**config.mk**
```make
export PLATFORM = sky130hd
export DESIGN_NAME = fd_scan_controller
export DESIGN_NICKNAME = d
export VERILOG_FILES = /design/src/rtl/fd_scan_controller.sv
export SDC_FILE = /design/constraint.sdc
export NUM_CORES = 1
export LEC_CHECK = 0
export BUFFER_PORTS_ARGS = -buffer_cell sky130_fd_sc_hd__buf_2
export CAP_MARGIN = 30
export CORE_AREA = 5 5 73 75
export CTS_CLUSTER_SIZE = 10
export DETAILED_ROUTE_END_ITERATION = 10
export DIE_AREA = 0 0 78 80
export GPL_ROUTABILITY_DRIVEN = 0
export PLACE_DENSITY = 0.8
export SETUP_SLACK_MARGIN = 0.1
export SLEW_MARGIN = 20
export SYNTH_ARGS = -nofsm -noshare
export SYNTH_HDL_FRONTEND = slang
export SYNTH_SLANG_ARGS = --single-unit
```
**constraint.sdc**
```tcl
create_clock -name clock -period 4.62 [get_ports clock]
set_clock_uncertainty 0.2 [all_clocks]
set_input_delay 0.924 -clock clock [delete_from_list [all_inputs] [get_ports clock]]
set_output_delay 0.924 -clock clock [all_outputs]
set_load 0.02 [all_outputs]
```
**src/rtl/fd_scan_controller.sv**
```systemverilog
// FAST feature-detection scan sequencer: centre read, circle neighbour and comparator indices.
// Optional CONTINUOUS_EN: restart at the first pixel after frameDone instead of idling.
module fd_scan_controller #(
  parameter int COLS       = 180,
  parameter int ROWS       = 120,
  parameter int BORDER     = 3,
  parameter int ADJ_COUNT  = 16,
  parameter int RD_LATENCY = 2,
  parameter int ADDR_W     = 15,
  parameter int IDX_W      = 5
) (
  input  logic              clock,
  input  logic              nReset,
  input  logic              start,
  input  logic              stall,
  output logic [ADDR_W-1:0] refAddr,
  output logic              readen,
  output logic [IDX_W-1:0]  adjNumber,
  output logic              adjValid,
  output logic [IDX_W-1:0]  regAddr,
  output logic              regValid,
  output logic              pixelDone,
  output logic              frameDone,
  output logic              busy
);

  localparam int INNER = COLS - 2 * BORDER;
  localparam int CW = (INNER > 1) ? $clog2(INNER) : 1;
  localparam int DW = (RD_LATENCY > 1) ? $clog2(RD_LATENCY) : 1;

  localparam logic [ADDR_W-1:0] FIRST_A =
    ADDR_W'(BORDER * COLS + BORDER);
  localparam logic [ADDR_W-1:0] LAST_A =
    ADDR_W'((ROWS - 1 - BORDER) * COLS + COLS - 1 - BORDER);
  localparam logic [ADDR_W-1:0] WRAP_A = ADDR_W'(2 * BORDER + 1);
  localparam logic [CW-1:0]     COL_LAST = CW'(INNER - 1);
  localparam logic [IDX_W-1:0]  IDX_LAST = IDX_W'(ADJ_COUNT - 1);
  localparam logic [DW-1:0]     DRN_LAST = DW'(RD_LATENCY - 1);

  typedef enum logic [1:0] {
    S_IDLE,
    S_LOAD,
    S_ADJ,
    S_DRAIN
  } state_t;

  state_t              state_q, state_d;
  logic [ADDR_W-1:0]   addr_q, addr_d;
  logic [CW-1:0]       col_q, col_d;
  logic [IDX_W-1:0]    idx_q, idx_d;
  logic [DW-1:0]       drn_q, drn_d;
  logic [RD_LATENCY-1:0] pv_q;
  logic [RD_LATENCY-1:0][IDX_W-1:0] pi_q;

  logic              pix_end;
  logic              last_pix;
  logic              adj_on;
  logic [IDX_W-1:0]  adj_num;

  assign last_pix = (addr_q == LAST_A);
  assign adj_on   = (state_q == S_ADJ);
  assign adj_num  = adj_on ? idx_q : '0;

  always_comb begin
    state_d = state_q;
    addr_d  = addr_q;
    col_d   = col_q;
    idx_d   = idx_q;
    drn_d   = drn_q;
    pix_end = 1'b0;
    unique case (state_q)
      S_IDLE: begin
        // start is taken even while stalled; LOAD itself waits
        if (start) begin
          state_d = S_LOAD;
          addr_d  = FIRST_A;
          col_d   = '0;
        end
      end
      S_LOAD: begin
        if (!stall) begin
          state_d = S_ADJ;
          idx_d   = '0;
        end
      end
      S_ADJ: begin
        if (!stall) begin
          if (idx_q == IDX_LAST) begin
            state_d = S_DRAIN;
            idx_d   = '0;
            drn_d   = '0;
          end else begin
            idx_d = idx_q + IDX_W'(1);
          end
        end
      end
      S_DRAIN: begin
        if (!stall) begin
          if (drn_q == DRN_LAST) begin
            pix_end = 1'b1;
            if (last_pix) begin
`ifdef CONTINUOUS_EN
              state_d = S_LOAD;
              addr_d  = FIRST_A;
              col_d   = '0;
`else
              state_d = S_IDLE;
`endif
            end else begin
              state_d = S_LOAD;
              if (col_q == COL_LAST) begin
                addr_d = addr_q + WRAP_A;
                col_d  = '0;
              end else begin
                addr_d = addr_q + ADDR_W'(1);
                col_d  = col_q + CW'(1);
              end
            end
          end else begin
            drn_d = drn_q + DW'(1);
          end
        end
      end
      default: state_d = S_IDLE;
    endcase
  end

  always_ff @(posedge clock or negedge nReset) begin
    if (!nReset) begin
      state_q <= S_IDLE;
      addr_q  <= '0;
      col_q   <= '0;
      idx_q   <= '0;
      drn_q   <= '0;
    end else begin
      state_q <= state_d;
      addr_q  <= addr_d;
      col_q   <= col_d;
      idx_q   <= idx_d;
      drn_q   <= drn_d;
    end
  end

  // neighbour index delayed to line up with memory data
  always_ff @(posedge clock or negedge nReset) begin
    if (!nReset) begin
      pv_q <= '0;
      pi_q <= '0;
    end else if (!stall) begin
      for (int i = RD_LATENCY - 1; i > 0; i--) begin
        pv_q[i] <= pv_q[i-1];
        pi_q[i] <= pi_q[i-1];
      end
      pv_q[0] <= adj_on;
      pi_q[0] <= adj_num;
    end
  end

  assign refAddr   = addr_q;
  assign readen    = (state_q == S_LOAD) && !stall;
  assign adjNumber = adj_num;
  assign adjValid  = adj_on && !stall;
  assign regAddr   = pi_q[RD_LATENCY-1];
  assign regValid  = pv_q[RD_LATENCY-1] && !stall;
  assign pixelDone = pix_end;
  assign frameDone = pix_end && last_pix;
  assign busy      = (state_q != S_IDLE);

endmodule

```
==> results.yml <==
sta:
  setup_viol: 0
  min_period_ns: 2.82
  timing.final.ws_setup_ns: 1.80
  relSlewSlack_pct: 48.7
  fmax_mhz: 355
  worst_slew_pin_slew_ns: 0.769
  whs_ns: 0.288
  tns_ns: 0
  hold_viol: 0
  rsz0062_at_grt: "false"
  post-route-period-util_pct: 61.1
  slew_viol_final: 0
clock_tree:
  post_cts_buffers: 0
  clock_path_buffers: 2
  clk_latency_ns: 0.29
  clockRootBuffer: "clkbuf_8"
  cts_max_level: 2
  cts_tree: "yes"
  cts.repair.resized: 0
  path_clk_slew_ns: 0.08
  cts_sinks: 43
  hold_buffers: 0
  cts_made_buffers: 5
worst_hold_path:
  min_path_cells: 2
  hold_class: "reg -> reg"
grt:
  grt_pass1_vias: 1736
  grtUsageTotal_pct: 16.1
  antenna_found_initial: 0
  grt_max_degree: 44
  grt_pass1_wl_um: 8140
  gr-total-overflow: 0
route:
  drtIter0Drc: 97
  wl_per_cell_um: 15.2
  routed_via_density: 5.79
  ant_nets: 0
  dr.pass1.iters: 4
  drc: 0
  wl_um: 4870
  vias: 1852
logic_synthesis:
  synthTopCellsByArea: "dfrtp_1, ha_1, mux2_2"
  yosysSeqAreaShare_pct: 44.5
  syn_area_per_cell_um2: 10.3
  synth_top_area_cell: "dfrtp_1"
  netlist_instances: 236
  ys_async_sr_fraction_pct: 100
  ys_warn_count: 0
  syn_nets: 251
  synth_enable_flop_cells: 0
  synth_top_area_share_pct: 44.5
  synth_seq_cells: 43
  synth_cell_types: 47
  ys.flop_type: "dfrtp_1"
  syn_area_um2: 2420
worst_setup_path:
  critPathMaxFanout: 23
  critPathKind: "in -> out"
  end_kind: "output port"
  startpoint_type: "primary input"
  regToRegSetupSlack_ns: 1.93
  cp.required_ns: 3.50
  r2r_cells: 9
  arrival_ns: 1.70
pwr:
  leakagePower_nw: 1.30
  peakVddDrop_mv: 0.222
  total_power_mw: 1.34
  powerDensity_nw_per_um2: 498
floorplanning:
  dieWidth_um: 78
  fp.coreArea_um2: 4600
  start_util_pct: 52.6
  ioPinCount: 35
  die_h_um: 80
  dieArea_um2: 6240
  rows: 25
job:
  drv_cap: 0
final_layout:
  antennaDiodeCount: 0
  fin_util_pct: 58.3
  area_growth_pct: 10.8
  drive_gt1_share_pct: 24.4
  layout.nets: 280
placed_design:
  place_hpwl_um: 3420
  io_buffers: 34
  preCtsSetupSlack_ns: 1.80
run_status:
  status: "complete, no violations"
-- flip-flops by register name, summed over array words and instances (netlist names) --
name	count
idx_q	5
drn_q	1
refAddr	15
state_q	2
regAddr	5
col_q	8
pi_q	5
pv_q	2
-- report_power, final --
part	switching, mW	internal [mW]	leakage [nW]
clock	0.134	0.105	0.0402
sequential	0.101	0.460	0.560
combinational	0.324	0.211	0.702
-- metal layers --
metal | GRT usage (%) | up-vias | share of wire, %
li1 | - | 896 | -
met1 | 21.7 | 900 | 46
met2 | 25.5 | 44 | 47
met3 | 3.50 | 12 | 4.8
met4 | 5.91 | 0 | 2.3
met5 | 0 | - | 0
-- final timing paths --
check / endpoint / startpoint
worst max-delay path: adjValid / stall
worst min-delay path: pi_q[4]$_DFFE_PN0N_ / pi_q[4]$_DFFE_PN0N_
worst max register to register: refAddr[3]$_DFFE_PN0P_ / col_q[1]$_DFFE_PN0P_
worst min register to register: pi_q[4]$_DFFE_PN0N_ / pi_q[4]$_DFFE_PN0N_
max in group asynchronous: regAddr[2]$_DFFE_PN0N_ / nReset
min in group asynchronous: col_q[1]$_DFFE_PN0P_ / nReset
-- cell usage after synthesis (2+ instances only) --
cell	instances
a22o_1	2
and2_1	7
dfrtp_1	43
o21a_1	2
and4b_1	2
mux2i_1	11
and3_1	2
nor2b_1	6
buf_6	3
a21oi_2	3
nor3_1	3
ha_1	10
o21ai_0	13
mux2_2	11
a211oi_1	3
buf_2	2
a21oi_1	5
nand2_1	24
nand3b_1	3
nand3_1	11
buf_4	5
a21o_1	2
nor2_1	10
o21ai_1	2
nand2b_1	8
o31ai_1	4
a31oi_1	2
xnor2_1	2
nand4_1	9
inv_1	9
-- worst max-delay path, stage by stage --
cell and delay (ns):
buf_2 0.33, nand2b_1 0.21, inv_1 0.07, buf_2 0.16
-- metrics by stage --
step / instances / cell area, µm²
2_1_floorplan: 236 / 2420
3_3_place_gp: 311 / 2560
3_5_place_dp: 311 / 2560
4_1_cts: 319 / 2650
5_1_grt: 320 / 2680
6_report: 320 / 2680
-- cells in the final DEF (no fill, tap or decap), types with 10 or more instances in the layout --
cell,netlist,layout
buf_2,2,34
dfrtp_1,43,43
ha_1,10,10
mux2_2,11,11
mux2i_1,11,11
nand2_1,24,24
nand3_1,11,11
nor2_1,10,10
o21ai_0,13,13
-- cells by family (layout without fill, tap and decap cells) --
logic type,Yosys count,count (layout),share of synthesized area [%]
buf+inv,22,52,5.27
xor+xnor,3,3,1.09
fa+ha+maj,11,11,6.00
compound gates,42,42,11.6
simple gates,93,93,21.9
mux,22,22,9.67
flops,43,43,44.5
-- final cells by class --
| class | count | area [µm²] |
|---|---|---|
| Clock buffer | 5 | 68.8 |
| Clock inverter | 3 | 20.0 |
| Fill cell | 392 | 1920 |
| Inverter | 9 | 33.8 |
| Multi-Input combinational cell | 171 | 1220 |
| Sequential cell | 43 | 1080 |
| Tap cell | 54 | 67.6 |
| Timing Repair Buffer | 35 | 198 |
No activity file was read; power rests on OpenSTA's default activity.
